$ cat src/rtl/cpu_pkg.sv
// Shared definitions for the RV32I multi-cycle sequencer: opcodes, state encoding,
// PC-source selects and small opcode classification helpers.
package cpu_pkg;

   localparam logic [6:0] OP_LOAD    = 7'h03;
   localparam logic [6:0] OP_STORE   = 7'h23;
   localparam logic [6:0] OP_ALU_REG = 7'h33;
   localparam logic [6:0] OP_ALU_IMM = 7'h13;
   localparam logic [6:0] OP_LUI     = 7'h37;
   localparam logic [6:0] OP_AUIPC   = 7'h17;
   localparam logic [6:0] OP_JAL     = 7'h6F;
   localparam logic [6:0] OP_JALR    = 7'h67;
   localparam logic [6:0] OP_BRANCH  = 7'h63;

   localparam logic [1:0] PC_PLUS4 = 2'd0;
   localparam logic [1:0] PC_IMM   = 2'd1;
   localparam logic [1:0] PC_ALU   = 2'd2;

   typedef enum logic [2:0] {
      S_IDLE   = 3'd0,
      S_FETCH  = 3'd1,
      S_DECODE = 3'd2,
      S_EXEC   = 3'd3,
      S_MEM    = 3'd4,
      S_WB     = 3'd5,
      S_ERR    = 3'd6,
      S_TRAP   = 3'd7
   } seq_state_e;

   function automatic logic op_is_legal(input logic [6:0] op);
      case (op)
         OP_LOAD, OP_STORE, OP_ALU_REG, OP_ALU_IMM, OP_LUI,
         OP_AUIPC, OP_JAL, OP_JALR, OP_BRANCH: op_is_legal = 1'b1;
         default:                              op_is_legal = 1'b0;
      endcase
   endfunction

   function automatic logic op_is_mem(input logic [6:0] op);
      op_is_mem = (op == OP_LOAD) || (op == OP_STORE);
   endfunction

   function automatic logic [1:0] wb_pc_sel(input logic [6:0] op, input logic taken);
      case (op)
         OP_JAL:    wb_pc_sel = PC_IMM;
         OP_JALR:   wb_pc_sel = PC_ALU;
         OP_BRANCH: wb_pc_sel = taken ? PC_IMM : PC_PLUS4;
         default:   wb_pc_sel = PC_PLUS4;
      endcase
   endfunction

endpackage

$ cat src/rtl/cpu_sequencer_wait_counter.sv
// Memory wait counter: counts consecutive unacknowledged request cycles and flags
// the cycle in which one more miss would reach MEM_TIMEOUT.
module seq_wait_counter #(
   parameter int unsigned MEM_TIMEOUT = 255
) (
   input  logic clk,
   input  logic rst_n,
   input  logic clr_i,
   input  logic en_i,
   output logic term_o
);

   localparam logic [15:0] TERM_CNT = 16'(MEM_TIMEOUT - 1);

   logic [15:0] cnt_q, cnt_d;

   always_ff @(posedge clk or negedge rst_n) begin
      if (!rst_n) cnt_q <= '0;
      else        cnt_q <= cnt_d;
   end

   always_comb begin
      cnt_d = cnt_q;
      if (clr_i)     cnt_d = '0;
      else if (en_i) cnt_d = cnt_q + 16'd1;
   end

   // Terminal in the cycle whose miss would be the MEM_TIMEOUT-th consecutive one.
   assign term_o = en_i && (cnt_q == TERM_CNT);

endmodule

$ cat src/rtl/cpu_sequencer.sv
// Multi-cycle FETCH/DECODE/EXEC/MEM/WB control sequencer for the RV32I core.
// Define SEQ_TRAP_EN to build the TRAP state for illegal opcodes (otherwise they retire as NOP).
module cpu_sequencer
   import cpu_pkg::*;
#(
   parameter int unsigned MEM_TIMEOUT = 255
) (
   input  logic        clk,
   input  logic        rst_n,
   input  logic        run,
   input  logic [6:0]  opcode,
   input  logic        reg_we_in,
   input  logic        branch_taken,
   input  logic        mem_ack,
   output logic        mem_req,
   output logic        mem_we,
   output logic        mem_addr_sel,
   output logic        ir_we,
   output logic        pc_we,
   output logic [1:0]  pc_sel,
   output logic        rf_we,
   output logic        busy,
   output logic        error,
   output logic        trap,
   output logic [31:0] instret
);

   seq_state_e  state_q, state_d;
   logic [31:0] instret_q, instret_d;
   logic        wait_en, wait_clr, timeout;

   assign wait_en  = ((state_q == S_FETCH) || (state_q == S_MEM)) && !mem_ack;
   assign wait_clr = !wait_en;

   seq_wait_counter #(.MEM_TIMEOUT(MEM_TIMEOUT)) u_wait (
      .clk    (clk),
      .rst_n  (rst_n),
      .clr_i  (wait_clr),
      .en_i   (wait_en),
      .term_o (timeout)
   );

   always_ff @(posedge clk or negedge rst_n) begin
      if (!rst_n) begin
         state_q   <= S_IDLE;
         instret_q <= '0;
      end else begin
         state_q   <= state_d;
         instret_q <= instret_d;
      end
   end

   always_comb begin
      state_d = state_q;
      case (state_q)
         S_IDLE:   if (run) state_d = S_FETCH;
         S_FETCH: begin
            if (mem_ack)      state_d = S_DECODE;
            else if (timeout) state_d = S_ERR;
         end
`ifdef SEQ_TRAP_EN
         S_DECODE: state_d = op_is_legal(opcode) ? S_EXEC : S_TRAP;
`else
         S_DECODE: state_d = S_EXEC;
`endif
         S_EXEC:   state_d = op_is_mem(opcode) ? S_MEM : S_WB;
         S_MEM: begin
            if (mem_ack)      state_d = S_WB;
            else if (timeout) state_d = S_ERR;
         end
         S_WB:     state_d = run ? S_FETCH : S_IDLE;
         S_ERR:    state_d = S_ERR;
`ifdef SEQ_TRAP_EN
         S_TRAP:   if (!run) state_d = S_IDLE;
`endif
         default:  state_d = S_IDLE;
      endcase
   end

   always_comb begin
      mem_req      = 1'b0;
      mem_we       = 1'b0;
      mem_addr_sel = 1'b0;
      ir_we        = 1'b0;
      pc_we        = 1'b0;
      pc_sel       = PC_PLUS4;
      rf_we        = 1'b0;
      case (state_q)
         S_FETCH: begin
            mem_req = 1'b1;
            ir_we   = mem_ack;
         end
         S_MEM: begin
            mem_req      = 1'b1;
            mem_addr_sel = 1'b1;
            mem_we       = (opcode == OP_STORE);
         end
         // Illegal opcodes only reach WB in the NOP build, where they must not write rd.
         S_WB: begin
            pc_we  = 1'b1;
            rf_we  = reg_we_in && op_is_legal(opcode);
            pc_sel = op_is_legal(opcode) ? wb_pc_sel(opcode, branch_taken) : PC_PLUS4;
         end
         default: ;
      endcase
   end

   assign instret_d = (state_q == S_WB) ? instret_q + 32'd1 : instret_q;
   assign instret   = instret_q;
   assign error     = (state_q == S_ERR);
   assign busy      = (state_q != S_IDLE) && (state_q != S_ERR) && (state_q != S_TRAP);

`ifdef SEQ_TRAP_EN
   assign trap = (state_q == S_TRAP);
`else
   assign trap = 1'b0;
`endif

endmodule

$ cat config.mk
export PLATFORM = sky130hd
export DESIGN_NAME = cpu_sequencer
export DESIGN_NICKNAME = d
export VERILOG_FILES = /design/src/rtl/cpu_pkg.sv /design/src/rtl/cpu_sequencer_wait_counter.sv /design/src/rtl/cpu_sequencer.sv
export SDC_FILE = /design/constraint.sdc
export NUM_CORES = 1
export LEC_CHECK = 0
export CAP_MARGIN = 20
export CORE_MARGIN = 1.5
export CORE_UTILIZATION = 54
export DETAILED_ROUTE_END_ITERATION = 8
export GPL_TIMING_DRIVEN = 0
export PLACE_DENSITY = 0.84
export SETUP_SLACK_MARGIN = 0.02
export SLEW_MARGIN = 25
export SYNTH_ARGS = -nofsm -noshare
export SYNTH_HDL_FRONTEND = slang
export SYNTH_SLANG_ARGS = --single-unit
$ cat constraint.sdc
create_clock -name clk -period 4.6 [get_ports clk]
set_input_delay 0.69 -clock clk [delete_from_list [all_inputs] [get_ports clk]]
set_output_delay 0.69 -clock clk [all_outputs]
set_load 0.01 [all_outputs]
==> qor.txt <==
=====================================================================================
Clock latency at the later pin of the worst-skew pair                         0.30 ns
Via count normalized by instance count                                           5.76
Flip-flop and latch count after synthesis                                          51
Total of max-cap violations                                                         0
Crit path DAT                                                                 2.36 ns
Status                                                                   finished, final reports clean
Antenna Cells                                                                       0
Part of the total power dissipated in sequential elements                       0.469
Achievable clock frequency                                                    328 MHz
Type of the worst min-delay path                                             in2async
CP Max Fanout                                                                       6
Category of the critical setup timing path                                     in2out
Net count of the finished layout                                                  333
Slew at the pin with the worst max-slew slack                                0.651 ns
Required time reported for the critical path endpoint                         3.91 ns
CTS hold repair buffers                                                             0
P_int                                                                          751 uW
Cell Area, Synth                                                            2580 um^2
Cell depth of the worst flop-to-flop path                                           5
Hold Vio Cnt, Final                                                                 0
DR iter-0 viols                                                                    87
Dominant cell type by area after synthesis                               sky130_fd_sc_hd__dfrtp_1
Dpl ws                                                                        1.55 ns
Type of origin of the critical path                                      primary input
Worst clock skew                                                            0.0122 ns
Highest-count cells in the layout ignoring fill and taps                 sky130_fd_sc_hd__clkdlybuf4s50_1, sky130_fd_sc_hd__dfrtp_1, sky130_fd_sc_hd__nor2_1
Die height                                                                    72.2 um
TritonCTS clock tree                                                            built
Maximum number of pins on one net before global-route repair                       52
Setup slack, reg-to-reg                                                       2.47 ns
Switching power                                                                342 uW
Bufs on Longest Clock Path                                                          2
Routed wire per std cell                                                      15.0 um
Reg-to-reg endpoint                                                      state_q[1]$_DFFE_PN0P_
Detail Route Antenna Nets                                                           0
Number of instances in the synthesized netlist                                    256
Count of cell types in the netlist                                                 40
Area share of the leading cell type in the synthesized netlist                  0.494
Dominant cells by area after synthesis                                   sky130_fd_sc_hd__dfrtp_1, sky130_fd_sc_hd__xnor2_1, sky130_fd_sc_hd__xor2_1
Clk Tree Root Cell                                                       sky130_fd_sc_hd__clkbuf_8
Port Buffer Count                                                                  54
Fraction of the yosys area taken by sequential cells                            0.494
Global router's overall resource usage                                          0.234
Vias in the first global route                                                   2107
Leakage power summed over all cells                                           1.38 nW
Tcrit/Tclk final                                                                0.663
Row count                                                                          24
Shortest clock period the worst path allows after layout                      3.05 ns
CTS buffer count                                                                    5
Initial antenna violation count                                                     0
Starting Density                                                                0.577
VDD IR max                                                                     211 uV
Switching part of the total power                                               0.313
Syn Area/Cell                                                               10.1 um^2
Source of the worst register-to-register timing path                     u_wait.cnt_q[12]$_DFF_PN0_
Rel. slew slack                                                                 0.562
Detailed placement HPWL                                                       4050 um
Layout cells sized above 1                                                     0.0692
Area of the core                                                            4470 um^2
Number of slew-limit violations in the final report                                 0
Critical Path Sink Type                                                  primary output
Residual overflow from global routing                                               0
Combinational cell fraction of total power                                      0.288
Total number of yosys warnings                                                      0
Tightest hold margin                                                         0.404 ns
Clock-pin slew of the registers on the worst-case setup and hold paths        0.09 ns
Most common library cell in the layout ignoring fill and taps            sky130_fd_sc_hd__clkdlybuf4s50_1
1st-pass router iterations                                                          5
Post-layout utilization of the core                                             0.734
Setup repair after global routing missed its margin                                no
P per Cell Area                                                           333 nW/um^2
I/O pin total                                                                      56
Die footprint                                                               5210 um^2
Area growth from synthesis to layout                                            27.0%
Synth Net Count                                                                   272
RD Place Congestion                                                             0.792
Total negative setup slack                                                       0 ns
Portion of total power attributed to the clock network                          0.244
DR DRC count                                                                        0
Die Wd                                                                        72.2 um
Slack of the critical path                                                    1.55 ns
Post-CTS Resized                                                                    0
Postcts setup bufs                                                                  0
Global-route wire length before repair                                        9550 um
Final number of setup-violating endpoints                                           0
Wire length reported by the detailed router                                   5550 um
Total Power Consumption                                                       1.09 mW
TritonCTS sink count                                                               51
H-tree levels                                                                       2
Via count                                                                        2133
=====================================================================================
## synthesized netlist by cell type, drive strengths merged
library cell / n
dfrtp: 51
nor2: 28
nand2: 26
xnor2: 24
xor2: 19
nand3: 18
nand4: 17
nor3: 9
a21oi: 7
and4: 7
and3: 4
buf: 4
nor4: 4
o21ai: 4
clkbuf: 3
ha: 3
inv: 3
nand2b: 3
nor3b: 3
or3: 3
a31oi: 2
and2: 2
or4: 2
a211oi: 1
clkinv: 1
conb: 1
mux2: 1
nor2b: 1
nor4b: 1
nor4bb: 1
o22ai: 1
or2: 1
or2b: 1
## cell families (layout without fill, tap and decap cells)
kind of cell / count (synthesis) / after routing / synth area share
buf+inv: 11 / 73 / 0.0228
mux: 1 / 1 / 0.00436
xor+xnor: 43 / 43 / 0.146
compound gates: 15 / 15 / 0.0315
simple gates: 131 / 131 / 0.286
flops: 51 / 51 / 0.494
other cells: 1 / 1 / 0.00145
fa+ha+maj: 3 / 3 / 0.0145
## layout make-up
cell class | instances | area (um^2)
Buffer | 7 | 38.8
Clock buffer | 7 | 86.3
Clock inverter | 1 | 8.76
Fill cell | 356 | 1190
Inverter | 4 | 20.0
Multi-Input combinational cell | 194 | 1250
Sequential cell | 51 | 1280
Tap cell | 52 | 65.1
Timing Repair Buffer | 54 | 538
## critical path, cell delays in order
cell                              delay (ns)
sky130_fd_sc_hd__clkdlybuf4s50_1        0.56
sky130_fd_sc_hd__nand2_1                0.07
sky130_fd_sc_hd__a21oi_1                0.16
sky130_fd_sc_hd__nand4_1                0.11
sky130_fd_sc_hd__a211oi_1               0.21
sky130_fd_sc_hd__clkdlybuf4s50_1        0.57
## power by group through the flow
stage	Clock [mW]	Sequential (mW)	Combinational [mW]
4_1_cts	0.272	0.512	0.316
3_3_place_gp	0	0.518	0.303
6_report	0.266	0.512	0.314
3_5_place_dp	0	0.521	0.315
5_1_grt	0.292	0.518	0.346
2_1_floorplan	0	0.522	0.176
## per-layer routing
layer | GRT usage | wire length, um | part of all wire
met4 | 0.0629 | 27 | 0.0049
met1 | 0.304 | 2480 | 0.45
met2 | 0.397 | 2800 | 0.50
met5 | 0 | 0 | 0
met3 | 0.0528 | 250 | 0.045
## stage by stage
step | cell area [um^2] | cells
2_1_floorplan | 2580 | 256
3_3_place_gp | 3190 | 362
3_5_place_dp | 3190 | 362
4_1_cts | 3280 | 370
5_1_grt | 3280 | 370
6_report | 3280 | 370
## worst max path at each step
| stage | cells past startpoint | slack (ns) | endpoint | startpoint |
|---|---|---|---|---|
| after floorplan | 4 | 2.55 | pc_sel[1] | opcode[4] |
| after global placement | 1 | 1.40 | instret[29]$_DFFE_PN0P_ | rst_n |
| after detailed placement | 6 | 1.55 | rf_we | opcode[2] |
| after CTS | 6 | 1.55 | rf_we | opcode[2] |
| after global routing | 6 | 1.42 | pc_sel[1] | opcode[4] |
| final | 6 | 1.55 | rf_we | opcode[2] |
## state kept, by name, summed over array words and instances, names as in the netlist
name and cells:
instret 32, u_wait.cnt_q 16, state_q 3
Power figures use the tool's default switching activity.
